$ cat config.mk
export PLATFORM = sky130hd
export DESIGN_NAME = image_load_ctrl
export DESIGN_NICKNAME = d
export VERILOG_FILES = /design/src/rtl/image_load_ctrl.sv
export SDC_FILE = /design/constraint.sdc
export NUM_CORES = 1
export LEC_CHECK = 0
export ABC_AREA = 1
export CORE_AREA = 2 2 124 90
export CTS_CLUSTER_SIZE = 10
export DETAILED_ROUTE_END_ITERATION = 8
export DIE_AREA = 0 0 126 92
export PLACE_DENSITY = 0.65
export SETUP_SLACK_MARGIN = 0.4
export SKIP_LAST_GASP = 1
export SLEW_MARGIN = 20
export SYNTH_ARGS = -nofsm -noshare
export SYNTH_HDL_FRONTEND = slang
export SYNTH_SLANG_ARGS = --single-unit
$ cat constraint.sdc
create_clock -name clk_50 -period 5.9 [get_ports clk_50]
set_clock_uncertainty 0.1 [all_clocks]
set_input_delay 1.475 -clock clk_50 [delete_from_list [all_inputs] [get_ports clk_50]]
set_output_delay 1.475 -clock clk_50 [all_outputs]
set_load 0.01 [all_outputs]
$ cat src/rtl/image_load_ctrl.sv
// image_load_ctrl: sequences the SD-card file reader through reset, header skip
// and RGB byte packing, and issues one linear-address frame-buffer write per pixel.
module image_load_ctrl #(
    parameter int IMG_WIDTH    = 640,
    parameter int IMG_HEIGHT   = 480,
    parameter int HEADER_BYTES = 54,
    parameter int RST_CYCLES   = 16,
    parameter int ADDR_W       = 19
) (
    input  logic              clk_50,
    input  logic              rst_in,
    input  logic              start,
    output logic              sd_rst_n,
    input  logic              file_found,
    input  logic [2:0]        fatstate,
    input  logic              outreq,
    input  logic [7:0]        outbyte,
    output logic              wr_en,
    output logic [ADDR_W-1:0] wr_addr,
    output logic [23:0]       wr_data,
    output logic              busy,
    output logic              done,
    output logic              error
);

    localparam int RST_W = (RST_CYCLES > 1) ? $clog2(RST_CYCLES) : 1;
    localparam int HDR_W = (HEADER_BYTES > 1) ? $clog2(HEADER_BYTES) : 1;

    localparam logic [RST_W-1:0]  RST_LAST = RST_W'(RST_CYCLES - 1);
    localparam logic [HDR_W-1:0]  HDR_LAST = HDR_W'((HEADER_BYTES > 0) ? HEADER_BYTES - 1 : 0);
    localparam logic [ADDR_W-1:0] PIX_LAST = ADDR_W'(IMG_WIDTH * IMG_HEIGHT - 1);
    localparam logic [2:0]        FAT_DONE = 3'd6;

    typedef enum logic [2:0] {
        ST_IDLE,
        ST_SD_RST,
        ST_SKIP_HDR,
        ST_PIXEL,
        ST_DONE,
        ST_ERROR
    } state_t;

    state_t             state;
    logic [RST_W-1:0]   rst_cnt;
    logic [HDR_W-1:0]   hdr_cnt;
    logic [1:0]         phase;
    logic [ADDR_W-1:0]  pix_cnt;
    logic [7:0]         r_byte;
    logic [7:0]         g_byte;
    logic               fail;

    // The reader reports DONE either without having found the file, or with no byte
    // pending, which while still loading means the file ended early.
    assign fail = (fatstate == FAT_DONE) && (!file_found || !outreq);

    // Load sequencer: start restarts from any state; all outputs are registered here.
    always_ff @(posedge clk_50 or posedge rst_in) begin
        if (rst_in) begin
            state    <= ST_IDLE;
            rst_cnt  <= '0;
            hdr_cnt  <= '0;
            phase    <= '0;
            pix_cnt  <= '0;
            r_byte   <= '0;
            g_byte   <= '0;
            sd_rst_n <= 1'b0;
            wr_en    <= 1'b0;
            wr_addr  <= '0;
            wr_data  <= '0;
            busy     <= 1'b0;
            done     <= 1'b0;
            error    <= 1'b0;
        end else begin
            wr_en <= 1'b0;
            if (start) begin
                state    <= ST_SD_RST;
                rst_cnt  <= '0;
                hdr_cnt  <= '0;
                phase    <= '0;
                pix_cnt  <= '0;
                sd_rst_n <= 1'b0;
                busy     <= 1'b1;
                done     <= 1'b0;
                error    <= 1'b0;
            end else begin
                case (state)
                    ST_IDLE: begin
                        sd_rst_n <= 1'b0;
                    end
                    ST_SD_RST: begin
                        if (rst_cnt == RST_LAST) begin
                            sd_rst_n <= 1'b1;
                            if (HEADER_BYTES == 0) begin
                                state <= ST_PIXEL;
                            end else begin
                                state <= ST_SKIP_HDR;
                            end
                        end else begin
                            rst_cnt <= rst_cnt + 1'b1;
                        end
                    end
                    ST_SKIP_HDR: begin
                        if (fail) begin
                            state <= ST_ERROR;
                            error <= 1'b1;
                            busy  <= 1'b0;
                        end else if (outreq) begin
                            if (hdr_cnt == HDR_LAST) begin
                                state <= ST_PIXEL;
                            end else begin
                                hdr_cnt <= hdr_cnt + 1'b1;
                            end
                        end
                    end
                    ST_PIXEL: begin
                        if (fail) begin
                            state <= ST_ERROR;
                            error <= 1'b1;
                            busy  <= 1'b0;
                        end else if (outreq) begin
                            case (phase)
                                2'd0: begin
                                    r_byte <= outbyte;
                                    phase  <= 2'd1;
                                end
                                2'd1: begin
                                    g_byte <= outbyte;
                                    phase  <= 2'd2;
                                end
                                default: begin
                                    wr_en   <= 1'b1;
                                    wr_data <= {r_byte, g_byte, outbyte};
                                    wr_addr <= pix_cnt;
                                    pix_cnt <= pix_cnt + 1'b1;
                                    phase   <= 2'd0;
                                    if (pix_cnt == PIX_LAST) begin
                                        state <= ST_DONE;
                                        done  <= 1'b1;
                                        busy  <= 1'b0;
                                    end
                                end
                            endcase
                        end
                    end
                    ST_DONE: begin
                    end
                    ST_ERROR: begin
                    end
                    default: begin
                        state <= ST_IDLE;
                    end
                endcase
            end
        end
    end

endmodule

==> impl_metrics.prom <==
# TYPE chip_impl_metric gauge
chip_impl_info{name="status",value="finished, final reports clean"} 1
chip_impl_metric{name="timing.slew.headroom",unit="%"} 40.5
chip_impl_info{name="cp_top_family",value="buffers and inverters"} 1
chip_impl_metric{name="power",unit="mW"} 1.48
chip_impl_metric{name="floorplan.die.height",unit="um"} 92
chip_impl_metric{name="detail_route.first_pass.iterations",unit=""} 5
chip_impl_info{name="critical_path.endpoint_type",value="flop"} 1
chip_impl_metric{name="fillCellCount",unit=""} 1020
chip_impl_metric{name="maxSlewViolCount",unit=""} 0
chip_impl_metric{name="detailedPlacementHpwl",unit="um"} 6950
chip_impl_info{name="cts-root-buf",value="sky130_fd_sc_hd__clkbuf_16"} 1
chip_impl_info{name="setup_repair_after_global_routing_missed_its_margin",value="no"} 1
chip_impl_metric{name="gp_routability_congestion",unit=""} 0.924
chip_impl_metric{name="cp.depth",unit=""} 10
chip_impl_metric{name="grt_antenna_before_repair",unit=""} 0
chip_impl_info{name="timing.critical_path.slowest_stage_cell",value="sky130_fd_sc_hd__clkinv_2"} 1
chip_impl_metric{name="finalSetupTns",unit="ns"} 0
chip_impl_metric{name="fp.coreArea",unit="um^2"} 10600
chip_impl_metric{name="syn-num-nets",unit=""} 561
chip_impl_metric{name="ratio_of_cells_with_drive_above_1_in_the_final_layout",unit="%"} 6.62
chip_impl_metric{name="finalWirelength",unit="um"} 10100
chip_impl_info{name="startpoint_type",value="primary input"} 1
chip_impl_metric{name="port_buffers",unit=""} 63
chip_impl_metric{name="syn2layout_area_growth",unit="%"} 21.3
chip_impl_metric{name="crit_path_dat",unit="ns"} 4.32
chip_impl_metric{name="path_buf_inv",unit=""} 3
chip_impl_metric{name="cp_data_required_time",unit="ns"} 6.01
chip_impl_metric{name="cellPowerDensity",unit="nW/um^2"} 268
chip_impl_info{name="worst_hold_path_type",value="reg2reg"} 1
chip_impl_metric{name="dr.first_iter.drc_count",unit=""} 316
chip_impl_metric{name="cts-htree-levels",unit=""} 3
chip_impl_metric{name="routedWlPerCell",unit="um"} 13.7
chip_impl_metric{name="via_count_of_the_first_global_routing_pass",unit=""} 3580
chip_impl_metric{name="numClockSinks",unit=""} 98
chip_impl_metric{name="share_of_the_core_filled_with_cells_in_the_final_layout",unit="%"} 52.2
chip_impl_metric{name="syn_avg_cell_area",unit="um^2"} 8.40
chip_impl_metric{name="leakage",unit="nW"} 2.57
chip_impl_metric{name="antenna_cells",unit=""} 0
chip_impl_metric{name="tightest_slew",unit="ns"} 0.893
chip_impl_metric{name="minimum_hold_slack",unit="ns"} 0.372
chip_impl_metric{name="tritoncts.num_buffers",unit=""} 9
chip_impl_metric{name="holdPathStages",unit=""} 2
chip_impl_info{name="ys.flop_type",value="sky130_fd_sc_hd__dfrtp_1"} 1
chip_impl_info{name="setup.worst_path.class",value="in2reg"} 1
chip_impl_metric{name="nNetsFinal",unit=""} 619
chip_impl_metric{name="syn_inst",unit=""} 541
chip_impl_info{name="crit_chain",value="clkdlybuf4s50_1 -> nand2_2 -> inv_2 -> nor2_1 -> nor2_4 -> nand2_2 -> nor2_4 -> clkinv_2 -> nand2_1 -> o21ai_2"} 1
chip_impl_metric{name="synthDistinctLibCells",unit=""} 30
chip_impl_metric{name="num_io_pins",unit=""} 64
chip_impl_metric{name="drc",unit=""} 0
chip_impl_metric{name="layout_worst_path_cycle_share",unit="%"} 71.4
chip_impl_metric{name="netlist_area",unit="um^2"} 4550
chip_impl_metric{name="initial_utilization",unit="%"} 43.0
chip_impl_metric{name="clock_input_transition_at_the_sequential_cells_of_the_worst_setup_and_hold_paths",unit="ns"} 0.07
chip_impl_metric{name="ff2ff_path_depth",unit=""} 8
chip_impl_metric{name="grt_util_all_layers",unit="%"} 18.5
chip_impl_metric{name="asyncSetResetFlopFracSynth",unit="%"} 100
chip_impl_metric{name="synth.yosys.warnings",unit=""} 0
chip_impl_metric{name="synth_edf_count",unit=""} 0
chip_impl_metric{name="route.antenna.remaining_nets",unit=""} 0
chip_impl_metric{name="synth-seq-area-share",unit="%"} 53.9
chip_impl_metric{name="max_freq",unit="MHz"} 237
chip_impl_metric{name="globalRouteOverflowTotal",unit=""} 0
chip_impl_metric{name="final_hold_viol_count",unit=""} 0
chip_impl_metric{name="max-clock-path-buffers",unit=""} 2
chip_impl_metric{name="path_max_fanout",unit=""} 65
chip_impl_metric{name="placement_rows",unit=""} 32
chip_impl_metric{name="finished_layout_cell_area",unit="um^2"} 5520
chip_impl_metric{name="setup_violations",unit=""} 0
chip_impl_metric{name="largest_net_degree_at_the_start_of_global_routing",unit=""} 74
chip_impl_metric{name="timing.max_cap.violations",unit=""} 0
chip_impl_metric{name="die-area",unit="um^2"} 11600
chip_impl_metric{name="num_vias",unit=""} 3767
chip_impl_metric{name="time_the_worst_path_needs_with_i_o_delays_and_setup",unit="ns"} 4.21
chip_impl_metric{name="via_per_inst",unit=""} 5.09
chip_impl_metric{name="slowest_delay",unit="ns"} 0.83
chip_impl_metric{name="vdd_drop_max",unit="V"} 0.000131
chip_impl_metric{name="place_area",unit="um^2"} 5230
chip_impl_metric{name="cts-hold-fix-buffers",unit=""} 0
chip_impl_info{name="tritoncts",value="built"} 1
chip_impl_metric{name="synth-seq-cells",unit=""} 98
chip_impl_metric{name="worst_skew_pair.late_latency",unit="ns"} 0.35
chip_impl_metric{name="cts_setup_buffers",unit=""} 0
chip_impl_metric{name="cts.repair.resized",unit=""} 0
chip_impl_metric{name="grt_pass1_wl",unit="um"} 17300
chip_impl_metric{name="die_w",unit="um"} 126
synth_stat cells (4+ instances only):
library cell / n / share of area [%]
sky130_fd_sc_hd__a21oi_1: 11 / 1.2
sky130_fd_sc_hd__buf_2: 5 / 0.55
sky130_fd_sc_hd__buf_6: 7 / 1.7
sky130_fd_sc_hd__dfrtp_1: 98 / 54
sky130_fd_sc_hd__ha_1: 4 / 1.1
sky130_fd_sc_hd__inv_1: 50 / 4.1
sky130_fd_sc_hd__nand2_1: 173 / 14
sky130_fd_sc_hd__nand3_1: 36 / 4.0
sky130_fd_sc_hd__nand4_1: 19 / 2.6
sky130_fd_sc_hd__nor2_1: 39 / 3.2
sky130_fd_sc_hd__nor3_1: 8 / 0.88
sky130_fd_sc_hd__o21ai_0: 37 / 4.1
sky130_fd_sc_hd__o21ai_1: 18 / 2.0
sky130_fd_sc_hd__o21ai_2: 11 / 2.1
worst min-delay path, cell delays in order (launching register included):
cell and delay, ns:
sky130_fd_sc_hd__dfrtp_1 0.34, sky130_fd_sc_hd__nand2_1 0.05, sky130_fd_sc_hd__nand2_1 0.05
placed cells by master, fill, tap and decap left out, types with 4 or more instances in the layout:
master,n
sky130_fd_sc_hd__a21oi_1,11
sky130_fd_sc_hd__clkbuf_16,9
sky130_fd_sc_hd__clkdlybuf4s50_1,63
sky130_fd_sc_hd__clkinv_2,4
sky130_fd_sc_hd__dfrtp_1,98
sky130_fd_sc_hd__ha_1,4
sky130_fd_sc_hd__inv_1,49
sky130_fd_sc_hd__nand2_1,173
sky130_fd_sc_hd__nand3_1,36
sky130_fd_sc_hd__nand4_1,19
sky130_fd_sc_hd__nor2_1,39
sky130_fd_sc_hd__nor3_1,8
sky130_fd_sc_hd__o21ai_0,37
sky130_fd_sc_hd__o21ai_1,18
sky130_fd_sc_hd__o21ai_2,11
layer usage:
metal  global-route usage [%]  wire, um
met1                     26.3      4850
met2                     27.0      4440
met3                     5.02       633
met4                     7.51       197
met5                        0         0
sequential cells by signal, summed over array words and instances, names as in the netlist, 3 cells and up:
| name | flops |
|---|---|
| r_byte | 8 |
| rst_cnt | 4 |
| state | 3 |
| pix_cnt | 19 |
| g_byte | 8 |
| hdr_cnt | 6 |
| wr_addr | 19 |
| wr_data | 24 |
stage by stage:
stage               cells  setup WS [ns]
floorplan             541           1.76
global placement      724           1.70
detailed placement    724           1.64
CTS                   740           2.00
global route          740           1.31
finish                740           1.69
worst paths after layout:
path,endpoint,startpoint,slack [ns]
worst max register to register,wr_addr[7]$_DFFE_PP0P_,state[2]$_DFFE_PP0P_,3.01
worst min-delay path,busy$_DFFE_PP0P_,busy$_DFFE_PP0P_,0.37
worst max-delay path,wr_addr[7]$_DFFE_PP0P_,outreq,1.69
worst min register to register,busy$_DFFE_PP0P_,busy$_DFFE_PP0P_,0.37
min in group asynchronous,wr_data[7]$_DFFE_PP0P_,rst_in,1.58
max in group asynchronous,r_byte[5]$_DFFE_PP0P_,rst_in,3.24
cells by family (layout without fill, tap and decap cells):
kind of cell	count (synthesis)	count (layout)	synth area share (%)
simple gates	286	286	27.4
flops	98	98	53.9
compound gates	79	79	9.72
buf+inv	71	134	7.27
fa+ha+maj	4	4	1.10
xor+xnor	3	3	0.578
where the power goes:
group | internal, mW | leakage, nW | switching [mW] | total [mW]
Sequential | 0.716 | 1.35 | 0.0317 | 0.748
Clock | 0.300 | 0.140 | 0.259 | 0.559
Combinational | 0.0609 | 1.08 | 0.111 | 0.171
Total | 1.08 | 2.57 | 0.401 | 1.48
final cells by class:
cell class | count | area (um^2) | share of cell area (%)
Timing Repair Buffer | 64 | 638 | 11.6
Sequential cell | 98 | 2450 | 44.5
Inverter | 54 | 208 | 3.77
Clock inverter | 5 | 36.3 | 0.658
Clock buffer | 11 | 243 | 4.40
Tap cell | 136 | 170 | 3.09
Multi-Input combinational cell | 372 | 1770 | 32.1
(Power assumes the default switching activity.)
